File: config.mk
export PLATFORM = sky130hd
export DESIGN_NAME = mem_stage_mc
export DESIGN_NICKNAME = d
export VERILOG_FILES = /design/src/rtl/mem_stage_pkg.sv /design/src/rtl/mem_wait_timer.sv /design/src/rtl/mem_stage_mc.sv
export SDC_FILE = /design/constraint.sdc
export NUM_CORES = 1
export LEC_CHECK = 0
export ABC_CLOCK_PERIOD_IN_PS = 1550
export CAP_MARGIN = 25
export CORE_MARGIN = 5
export CORE_UTILIZATION = 41
export CTS_CLUSTER_SIZE = 10
export DETAILED_ROUTE_END_ITERATION = 12
export HOLD_SLACK_MARGIN = 0.05
export PLACE_DENSITY = 0.76
export SYNTH_ARGS = -nofsm -noshare
export SYNTH_HDL_FRONTEND = slang
export SYNTH_SLANG_ARGS = --single-unit
File: constraint.sdc
create_clock -name clk -period 1.55 [get_ports clk]
set_input_delay 0.31 -clock clk [delete_from_list [all_inputs] [get_ports clk]]
set_output_delay 0.31 -clock clk [all_outputs]
set_load 0.03 [all_outputs]
File: src/rtl/mem_stage_pkg.sv
// Shared state encoding, default widths and counter sizing for the multi-cycle memory stage.
// The optional alignment check is enabled by defining MEM_STAGE_ALIGN_CHECK_EN.
package mem_stage_pkg;

   typedef enum logic [1:0] {
      ST_IDLE = 2'd0,
      ST_BUSY = 2'd1,
      ST_ERR  = 2'd2
   } state_t;

   localparam int DEF_DATA_W  = 16;
   localparam int DEF_ADDR_W  = 16;
   localparam int DEF_REG_W   = 4;
   localparam int DEF_TIMEOUT = 64;
   localparam int DEF_CNT_W   = $clog2(DEF_TIMEOUT + 1);

   function automatic int cnt_width(input int timeout);
      return $clog2(timeout + 1);
   endfunction

endpackage

File: src/rtl/mem_wait_timer.sv
// Watchdog counter: clears when idle, counts enabled cycles, flags the cycle whose edge reaches LIMIT.
module mem_wait_timer
   import mem_stage_pkg::*;
#(
   parameter int LIMIT = DEF_TIMEOUT,
   parameter int CNT_W = cnt_width(LIMIT)
) (
   input  logic clk,
   input  logic rst_n,
   input  logic i_clear,
   input  logic i_enable,
   output logic o_expire
);

   logic [CNT_W-1:0] r_count;

   // NOTE: sequential state uses non-blocking assignments so every flop samples pre-edge values.
   always_ff @(posedge clk) begin
      if (!rst_n || i_clear) begin
         r_count <= '0;
      end else if (i_enable) begin
         r_count <= r_count + CNT_W'(1);
      end
   end

   assign o_expire = i_enable && (r_count == CNT_W'(LIMIT - 1));

endmodule

File: src/rtl/mem_stage_mc.sv
// Multi-cycle memory stage: req/ack data-memory access, upstream stall, timeout watchdog, M/W register.
// Define MEM_STAGE_ALIGN_CHECK_EN to trap odd-address loads/stores into the error state.
module mem_stage_mc
   import mem_stage_pkg::*;
#(
   parameter int DATA_W  = DEF_DATA_W,
   parameter int ADDR_W  = DEF_ADDR_W,
   parameter int REG_W   = DEF_REG_W,
   parameter int TIMEOUT = DEF_TIMEOUT
) (
   input  logic              clk,
   input  logic              rst_n,
   input  logic              x_valid,
   input  logic [DATA_W-1:0] x_alu_result,
   input  logic [DATA_W-1:0] x_store_data,
   input  logic [REG_W-1:0]  x_wr_reg,
   input  logic              x_mem_read,
   input  logic              x_mem_write,
   input  logic              x_reg_write,
   input  logic              x_mem_to_reg,
   input  logic              x_halt,
   output logic              stall,
   output logic              mem_req,
   output logic              mem_wr,
   output logic [ADDR_W-1:0] mem_addr,
   output logic [DATA_W-1:0] mem_wdata,
   input  logic              mem_ack,
   input  logic [DATA_W-1:0] mem_rdata,
   output logic              w_valid,
   output logic              w_reg_write,
   output logic              w_mem_to_reg,
   output logic              w_halt,
   output logic [REG_W-1:0]  w_wr_reg,
   output logic [DATA_W-1:0] w_alu_result,
   output logic [DATA_W-1:0] w_mem_data,
   output logic              mem_err
);

   state_t              r_state;
   logic                r_mem_err;

   logic                r_req_wr;
   logic [DATA_W-1:0]   r_req_alu;
   logic [DATA_W-1:0]   r_req_wdata;
   logic [REG_W-1:0]    r_req_reg;
   logic                r_req_rw;
   logic                r_req_m2r;
   logic                r_req_halt;

   logic                r_w_valid;
   logic                r_w_rw;
   logic                r_w_m2r;
   logic                r_w_halt;
   logic [REG_W-1:0]    r_w_reg;
   logic [DATA_W-1:0]   r_w_alu;
   logic [DATA_W-1:0]   r_w_mdata;

   logic                w_mem_op;
   logic                w_misalign;
   logic                w_expire;
   logic                w_timer_clear;
   logic                w_timer_en;

   logic                w_load;
   logic [DATA_W-1:0]   w_ld_alu;
   logic [REG_W-1:0]    w_ld_reg;
   logic                w_ld_rw;
   logic                w_ld_m2r;
   logic                w_ld_halt;
   logic [DATA_W-1:0]   w_ld_mdata;

   assign w_mem_op = x_valid && (x_mem_read || x_mem_write);

`ifdef MEM_STAGE_ALIGN_CHECK_EN
   assign w_misalign = w_mem_op && x_alu_result[0];
`else
   assign w_misalign = 1'b0;
`endif

   assign w_timer_clear = (r_state != ST_BUSY);
   assign w_timer_en    = (r_state == ST_BUSY) && !mem_ack;

   mem_wait_timer #(
      .LIMIT (TIMEOUT)
   ) u_wait_timer (
      .clk      (clk),
      .rst_n    (rst_n),
      .i_clear  (w_timer_clear),
      .i_enable (w_timer_en),
      .o_expire (w_expire)
   );

   // NOTE: every always_comb output gets a default first so no path leaves a latch behind.
   always_comb begin
      stall      = 1'b0;
      mem_req    = 1'b0;
      mem_wr     = x_mem_write;
      mem_addr   = x_alu_result[ADDR_W-1:0];
      mem_wdata  = x_store_data;
      w_load     = 1'b0;
      w_ld_alu   = x_alu_result;
      w_ld_reg   = x_wr_reg;
      w_ld_rw    = x_reg_write;
      w_ld_m2r   = x_mem_to_reg;
      w_ld_halt  = x_halt;
      w_ld_mdata = '0;
      case (r_state)
         ST_IDLE: begin
            if (w_mem_op) begin
               if (w_misalign) begin
                  stall = 1'b1;
               end else begin
                  mem_req    = 1'b1;
                  stall      = !mem_ack;
                  w_load     = mem_ack;
                  w_ld_mdata = x_mem_write ? '0 : mem_rdata;
               end
            end else begin
               w_load = x_valid;
            end
         end
         ST_BUSY: begin
            // The latched request drives the bus so it stays stable until ack.
            mem_req    = 1'b1;
            mem_wr     = r_req_wr;
            mem_addr   = r_req_alu[ADDR_W-1:0];
            mem_wdata  = r_req_wdata;
            stall      = !mem_ack;
            w_load     = mem_ack;
            w_ld_alu   = r_req_alu;
            w_ld_reg   = r_req_reg;
            w_ld_rw    = r_req_rw;
            w_ld_m2r   = r_req_m2r;
            w_ld_halt  = r_req_halt;
            w_ld_mdata = r_req_wr ? '0 : mem_rdata;
         end
         default: begin
            stall = 1'b1;
         end
      endcase
   end

   always_ff @(posedge clk) begin
      if (!rst_n) begin
         r_state     <= ST_IDLE;
         r_mem_err   <= 1'b0;
         r_req_wr    <= 1'b0;
         r_req_alu   <= '0;
         r_req_wdata <= '0;
         r_req_reg   <= '0;
         r_req_rw    <= 1'b0;
         r_req_m2r   <= 1'b0;
         r_req_halt  <= 1'b0;
         r_w_valid   <= 1'b0;
         r_w_rw      <= 1'b0;
         r_w_m2r     <= 1'b0;
         r_w_halt    <= 1'b0;
         r_w_reg     <= '0;
         r_w_alu     <= '0;
         r_w_mdata   <= '0;
      end else begin
         // Anything other than a completing instruction enters M/W as an all-zero bubble.
         r_w_valid <= w_load;
         r_w_rw    <= w_load && w_ld_rw;
         r_w_m2r   <= w_load && w_ld_m2r;
         r_w_halt  <= w_load && w_ld_halt;
         r_w_reg   <= w_load ? w_ld_reg   : '0;
         r_w_alu   <= w_load ? w_ld_alu   : '0;
         r_w_mdata <= w_load ? w_ld_mdata : '0;
         case (r_state)
            ST_IDLE: begin
               if (w_mem_op) begin
                  if (w_misalign) begin
                     r_state   <= ST_ERR;
                     r_mem_err <= 1'b1;
                  end else if (!mem_ack) begin
                     r_state     <= ST_BUSY;
                     r_req_wr    <= x_mem_write;
                     r_req_alu   <= x_alu_result;
                     r_req_wdata <= x_store_data;
                     r_req_reg   <= x_wr_reg;
                     r_req_rw    <= x_reg_write;
                     r_req_m2r   <= x_mem_to_reg;
                     r_req_halt  <= x_halt;
                  end
               end
            end
            ST_BUSY: begin
               if (mem_ack) begin
                  r_state <= ST_IDLE;
               end else if (w_expire) begin
                  r_state   <= ST_ERR;
                  r_mem_err <= 1'b1;
               end
            end
            default: begin
               r_state   <= ST_ERR;
               r_mem_err <= 1'b1;
            end
         endcase
      end
   end

   assign w_valid      = r_w_valid;
   assign w_reg_write  = r_w_rw;
   assign w_mem_to_reg = r_w_m2r;
   assign w_halt       = r_w_halt;
   assign w_wr_reg     = r_w_reg;
   assign w_alu_result = r_w_alu;
   assign w_mem_data   = r_w_mdata;
   assign mem_err      = r_mem_err;

endmodule

Word-level counts from Yosys, hierarchy flattened
Cells that the tools add are included.

word-level totals
  bits in registers = 90
  bits of input ports = 61

operators by class
  add/subtract/negate cells = 1
  equality and inequality tests = 8
  multiplexer cells = 25
  bitwise gates (word level) = 2
  reductions and logical operators = 15

operator list
  operator                                               number
  two-way mux 16 bit                                     5
  case mux 16 bit (2 select lines)                       1
  two-way mux 1 bit                                      9
  AND reduction 3 bit                                    3
  two-way mux 2 bit                                      4
  case mux 1 bit (2 select lines)                        4
  adder 7 x 1 -> 7 bit, second input constant            1
  equality test 7 x 6 -> 1 bit, second input constant    1
  logical AND 1 bit                                      6
  inequality test 2 bit, second input constant           3
  two-way mux 4 bit                                      1
  inequality test 2 x 1 -> 1 bit, second input constant  2
  case mux 2 bit (2 select lines)                        1
  inequality test 3 x 2 -> 1 bit, second input constant  1
  equality test 2 x 1 -> 1 bit, second input constant    1
  logical NOT 1 bit                                      2
  logical NOT 2 bit                                      1
  logical OR 1 bit                                       2
  inverter 1 bit                                         2
  AND reduction 2 bit                                    1

Logic depth before layout (Yosys ltp)
Gate-level depths: netlist of run 1.

  word-level depth = 6
  depth in mapped cells = 7
  mapped depth without buffers = 4

By module
From an unflattened synthesis of run 1, not the netlist that was laid out.

unflattened totals
  cell total of the unflattened synthesis = 382
  area total of the unflattened synthesis = 3782.4 um2

by module, submodules not included
  module          times used  cells an instance  area each (um2)  sequential area each (um2)
  mem_stage_mc    1           351                3499.6           1661.6
  mem_wait_timer  1           31                 282.8            140.1

Worst setup path before layout of run 1
Ideal clock, no wire load.

  path kind = flip-flop to output port
  start point = register r_state[1]
  end point = output port mem_wr
  arrival = 1.605 ns
  setup slack = -0.365 ns
  stages on the path, launching flop included = 6
  path buffers = 3
  path through = dfxtp_1 -> nand2b_1 -> buf_6 -> buf_12 -> buf_12 -> o21ai_0

on the way
  word-level cells in the longest chain between the ends = 2

ends and longest elaborated chain
  item                          line                 text
  start, declared               mem_stage_mc.sv:39   state_t r_state;
  start signal, assigned        mem_stage_mc.sv:145  r_state <= ST_IDLE;
  start signal, assigned        mem_stage_mc.sv:174  r_state <= ST_ERR;
  start signal, assigned        mem_stage_mc.sv:177  r_state <= ST_BUSY;
  equality test 2 x 1 -> 1 bit  mem_stage_mc.sv:107  case (r_state)
  two-way mux 1 bit             mem_stage_mc.sv:107
  end, declared                 mem_stage_mc.sv:24   output logic mem_wr,

No other way between the ends.

Final worst setup path of run 1
  start point = register r_state[1]
  end point = output port mem_wdata[14]

on the way
  word-level cells in the longest chain between the ends = 2

ends and longest elaborated chain
  item                          line                 text
  equality test 2 x 1 -> 1 bit  mem_stage_mc.sv:107
  two-way mux 16 bit            mem_stage_mc.sv:107
  end, declared                 mem_stage_mc.sv:26   output logic [DATA_W-1:0] mem_wdata,

No other way between the ends.

==> run summary, run 1 <==
status: finished with violations
failing checks: setup timing
switching pwr: 1.49 mW
IO Port Bufs: 136
n_diodes: 0
die width: 108 um
routability cong.: 0.840
die height: 108 um
setup violators final: 35
CTS tree: done
clock latency at the later pin of the worst-skew pair: 0.34 ns
Clk pwr share: 30.6%
1st-pass router iterations: 4
Layout area overhead: 54.8%
CP arrival: 1.59 ns
Antenna Nets Post-Route: 0
Seq/Total Area, Yosys: 45.5%
syn_area_per_cell: 10.4 um2
hold_buf cts: 0
pin count of the biggest net entering global routing: 59
initial drt markers: 95
maximum vdd ir drop: 0.559 mV
startpoint class of the critical path: flop
die area: 0.0117 mm2
most common cell after layout, fill and taps aside: nand2_1
Worst setup startpoint: r_state[1]$_SDFFE_PN0P_
Clock Skew: 0.0119 ns
nets: 607
worst min path class: in2reg
routed length per instance: 15.9 um
worst r2r path cells: 7
Vias: 3286
ys async rst share: 0%
initial core utilization: 42.4%
Maximum Capacitance Violations: 0
WHS: 0.345 ns
# DRC: 0
htree depth: 3
Crit. End Element: primary output
post-detailed-routing wire length: 10.8 mm
share of power burned in registers: 45.8%
LEAKAGE: 2.77 nW
Root Driver: clkbuf_8
most used cell, CP: buf_12
GRT Residual Overflow: 0
Syn Inst Count: 381
row count: 35
Crit. path cell count: 5
cell internal pwr: 3.83 mW
Worst Tran Pin Value: 0.372 ns
Mapped Area: 0.00396 mm2
combinational group share of total power: 23.7%
Vias/cell: 4.84
Crit Path Max Fanout: 8
Worst Hold Launch: rst_n
Reg clk slew, reported paths: 0.10 ns
Core Area: 0.00933 mm2
RSZ-0062 raised after global routing: true
family with the most delay on the worst path: buffers and inverters
critical path class: reg2out
Max Slew Vio Count: 0
fin crit period: 1.90 ns
worst path bufs/invs: 3
setup ws final: -0.349 ns
CP Cell Sequence: nand2b_4 > buf_12 > buf_8 > mux2_4 > buf_12
EDFF count, synth: 0
clock sinks: 90
worst reg2reg path startpoint: r_state[1]$_SDFFE_PN0P_
number of global-route vias before repair: 3429
aggregate global-route resource usage: 18.1%
Hold Fails Final Rpt: 0
max incr delay on CP: 0.33 ns
initial antenna violation count: 0
Slowest cell on crit path: dfxtp_2
Seq cells post-synth: 90
Max Clock Freq: 527 MHz
pre-CTS setup slack: -0.413 ns
CTS Buf Count: 9
syn_nets: 443
top_reg_cell synth: dfxtp_1
pwr/cell area: 867 mW/mm2
fin crit share: 123%
most frequent cells in the layout: nand2_1, dfxtp_1, clkdlybuf4s50_1
share of cells above drive strength 1: 30.5%
yosys warns: 0
post-synth cell types: 41
worst path required time: 1.24 ns
Hold Crit Depth: 3
CTS Buffer Depth: 2
Final HPWL DP: 7.73 mm
max_slew headroom: 75.3%
IO Pins: 137
switching share of power: 28.0%
first-pass GRT wire length: 16.7 mm
layer usage:
metal / up-vias / wire (um) / track usage, %
met4: 0 / 268 / 6.85
met2: 82 / 5560 / 32.3
met5: - / 0 / 0
li1: 1623 / - / -
met3: 21 / 543 / 4.18
met1: 1560 / 4430 / 20.9
power groups by stage:
stage                     Clock [mW]  Sequential (mW)  Combinational, mW
final                           1.62             2.43               1.26
after global routing            1.78             2.44               1.33
after CTS                       1.67             2.43               1.24
after detailed placement           0             2.49               1.16
after global placement             0             2.48               1.14
after floorplan                    0             2.55              0.576
synthesized netlist by cell type (3+ instances only):
master      n  area, um2
buf_6       6       67.6
clkbuf_1    9       33.8
a21oi_1     3       15.0
buf_2       7       35.0
buf_12      3       60.1
buf_4       3       22.5
nor4_1     16        100
nor3b_2    12        150
nand2_1   100        375
nor3b_1     4       30.0
nor3_2      7       70.1
mux2i_1    48        480
mux2_2     18        203
xor2_1      3       26.3
inv_1       3       11.3
mux2_4     14        210
dfxtp_1    90       1800
nor2_1      8       30.0
worst paths after layout:
check | to | slack [ns]
min | r_req_wr$_SDFFE_PN0P_ | 0.35
min reg2reg | r_req_wdata[3]$_SDFFE_PN0P_ | 0.46
max reg2reg | w_alu_result[15]$_SDFF_PN0_ | 0.06
max | mem_wdata[14] | -0.35
logic make-up after synthesis:
family                   synth area share, %
flip-flops                              45.5
AO/OA/AOI/OAI                           2.85
buffers and inverters                   6.39
adder cells (fa/ha/maj)                0.316
multiplexers                            22.6
XOR/XNOR                               0.885
AND/OR/NAND/NOR                         21.5
through the flow:
stage | instance area (um2) | power (mW) | util [%] | TNS (ns) | std cells
detailed placement | 5630 | 3.65 | 60.3 | -25.47 | 654
global placement | 5630 | 3.62 | 60.3 | -22.61 | 654
floorplan | 3960 | 3.13 | - | -0.458 | 381
CTS | 6040 | 5.34 | 64.8 | -10.55 | 679
finish | 6130 | 5.32 | 65.7 | -8.84 | 679
global route | 6130 | 5.55 | 65.7 | -10.69 | 679
layout make-up:
type                    count  area (um2)
clock inverters             6        66.3
repair buffers            183        1890
well taps                 129         161
flip-flops and latches     90        1800
clock buffers              10         138
fillers                   723        3200
inverters                   4        21.3
multi-input cells         257        2040
tightest hold or removal path: stages:
cell and delay (ns):
buf_2 0.18, nand2_1 0.09, mux2i_1 0.06
repair_timing:
action | in CTS | in global routing
endpoints found under the hold margin | 0 | 0
pin swaps | 2 | 2
setup buffers | 7 | 2
endpoints found under the setup margin | 76 | 86
resized for setup | 210 | 22
gates cloned | 2 | 1
No activity file was read; power rests on OpenSTA's default activity.
==> run 2: changes to the inputs <==
- REMOVE_ABC_BUFFERS: not set -> 1
==> run 2 against run 1 <==
The flow still finishes with violations (setup timing); clock skew shrank 0.0011 ns; critical endpoint is now mem_addr[6]; hold slack lost 0.031 ns; highest routed layer unchanged; largest cell class unchanged; global-route usage shrank 0.14 points.
==> run summary, run 2 (synthesized netlist as in run 1, its figures left out) <==
Worst Hold Launch: rst_n
Antenna Nets Post-Route: 0
htree depth: 3
Maximum Capacitance Violations: 0
DR top layer: met4
routability cong.: 0.783
Post-Route M1 WL: 4.45 mm
die area: 0.0117 mm2
setup violators final: 34
first-pass GRT wire length: 16.9 mm
CTS Buffer Depth: 2
GRT Residual Overflow: 0
critical path class: reg2out
Final Instance Count excl. Fillers: 670
share of cells above drive strength 1: 29.6%
die height: 108 um
Hold Crit Depth: 2
Max Clock Freq: 547 MHz
failing checks: setup timing
CP arrival: 1.52 ns
worst reg2reg path startpoint: r_state[1]$_SDFFE_PN0P_
Max Slew Vio Count: 0
startpoint class of the critical path: flop
post-detailed-routing wire length: 10.3 mm
1st-pass router iterations: 4
Layout area overhead: 51.0%
# DRC: 0
max incr delay on CP: 0.34 ns
initial antenna violation count: 0
area of the multi-input gates: 0.00206 mm2
Crit. End Element: primary output
pin count of the biggest net entering global routing: 65
fin crit share: 118%
worst path required time: 1.24 ns
row count: 35
Root Driver: clkbuf_8
switching pwr: 1.53 mW
initial core utilization: 42.4%
Hold Fails Final Rpt: 0
clock latency at the later pin of the worst-skew pair: 0.35 ns
Crit Path Max Fanout: 7
Reg clk slew, reported paths: 0.09 ns
IO Port Bufs: 136
register area: 0.00180 mm2
Final HPWL DP: 7.20 mm
worst path bufs/invs: 2
final core occ: 64.1%
Worst Tran Pin Value: 0.354 ns
pwr/cell area: 857 mW/mm2
cell internal pwr: 3.60 mW
worst min path class: in2reg
Hold Path Sink: r_state[1]$_SDFFE_PN0P_
aggregate global-route resource usage: 17.9%
routed length per instance: 15.3 um
clock sinks: 90
n_diodes: 0
RSZ-0062 raised after global routing: true
CTS Buf Count: 9
share of power burned in registers: 47.5%
number of global-route vias before repair: 3367
met2 wire length: 4.98 mm
metal3 WL: 571 um
reg-to-reg slack, setup: 0.12 ns
CP Cell Sequence: nand2b_4 > buf_8 > mux2_4 > buf_12
combinational group share of total power: 23.7%
pre-CTS setup slack: -0.386 ns
placed cell area: 0.00552 mm2
WHS: 0.315 ns
setup_tns: -8.54 ns
worst r2r path cells: 6
IO Pins: 137
max_slew headroom: 76.5%
Core Area: 0.00933 mm2
number of cells after detailed placement: 643
Clk pwr share: 28.9%
CTS tree: done
maximum vdd ir drop: 0.619 mV
Clock Skew: 0.0108 ns
setup ws final: -0.279 ns
RR Endpoint: w_mem_data[9]$_SDFF_PN0_
nets: 598
fin crit period: 1.83 ns
Design Area, Final: 0.00598 mm2
number of fill cells: 752
switching share of power: 29.8%
status: finished with violations
initial drt markers: 107
Pwr Total: 5.12 mW
die width: 108 um
Vias/cell: 4.87
LEAKAGE: 2.71 nW
Slowest cell on crit path: dfxtp_2
family with the most delay on the worst path: flip-flops
most frequent cells in the layout: nand2_1, dfxtp_1, clkdlybuf4s50_1
most common cell after layout, fill and taps aside: nand2_1
Vias: 3262
-- run 2: final cells by class --
type	instances	share of cell area, %
tap	129	2.70
clock buffer	9	2.07
sequential	90	30.2
clock inverter	7	0.879
timing repair buffer	174	29.4
inverter	4	0.293
multi-input combinational	257	34.5
-- run 2: layer usage --
layer | global-route usage (%) | vias to the layer above
li1 | - | 1610
met1 | 22.7 | 1536
met2 | 29.6 | 93
met3 | 4.66 | 23
met4 | 6.22 | 0
met5 | 0 | -
-- run 2: power groups by stage --
stage,clock network (mW),logic [mW],registers [mW]
2_1_floorplan,0,0.497,2.56
3_3_place_gp,0,1.10,2.48
3_5_place_dp,0,1.12,2.49
4_1_cts,1.52,1.23,2.43
5_1_grt,1.60,1.29,2.44
6_report,1.48,1.21,2.43
-- run 2: worst max-delay path by stage --
stage	startpoint	endpoint	slack, ns	cells after the start
floorplan	r_state[0]$_SDFFE_PN0P_	mem_wr	-1.28	2
global placement	r_state[1]$_SDFFE_PN0P_	mem_addr[0]	-0.38	4
detailed placement	r_state[1]$_SDFFE_PN0P_	mem_addr[0]	-0.39	4
CTS	r_state[1]$_SDFFE_PN0P_	mem_addr[6]	-0.39	5
global route	r_state[1]$_SDFFE_PN0P_	mem_addr[6]	-0.34	4
finish	r_state[1]$_SDFFE_PN0P_	mem_addr[6]	-0.28	4
-- run 2: worst register-to-register path: stages (launching register included) --
cell and delay [ns]:
dfxtp_2 0.33, buf_4 0.15, clkinv_1 0.10, o221ai_4 0.11, buf_4 0.17, buf_12 0.17
nor4_1 0.32
-- run 2: what timing repair did --
item / in CTS / in global routing
cloned: 2 / 0
pin swaps: 3 / 2
hold buffers: 0 / 0
setup endpoints to repair: 76 / 78
gates resized for setup: 238 / 8
buffers inserted: 12 / 1
==> run 3: changes to the inputs <==
- CAP_MARGIN: 25 -> 10
==> results of run 3 <==
The final DEF is identical to that of run 2; final timing and power are the same.
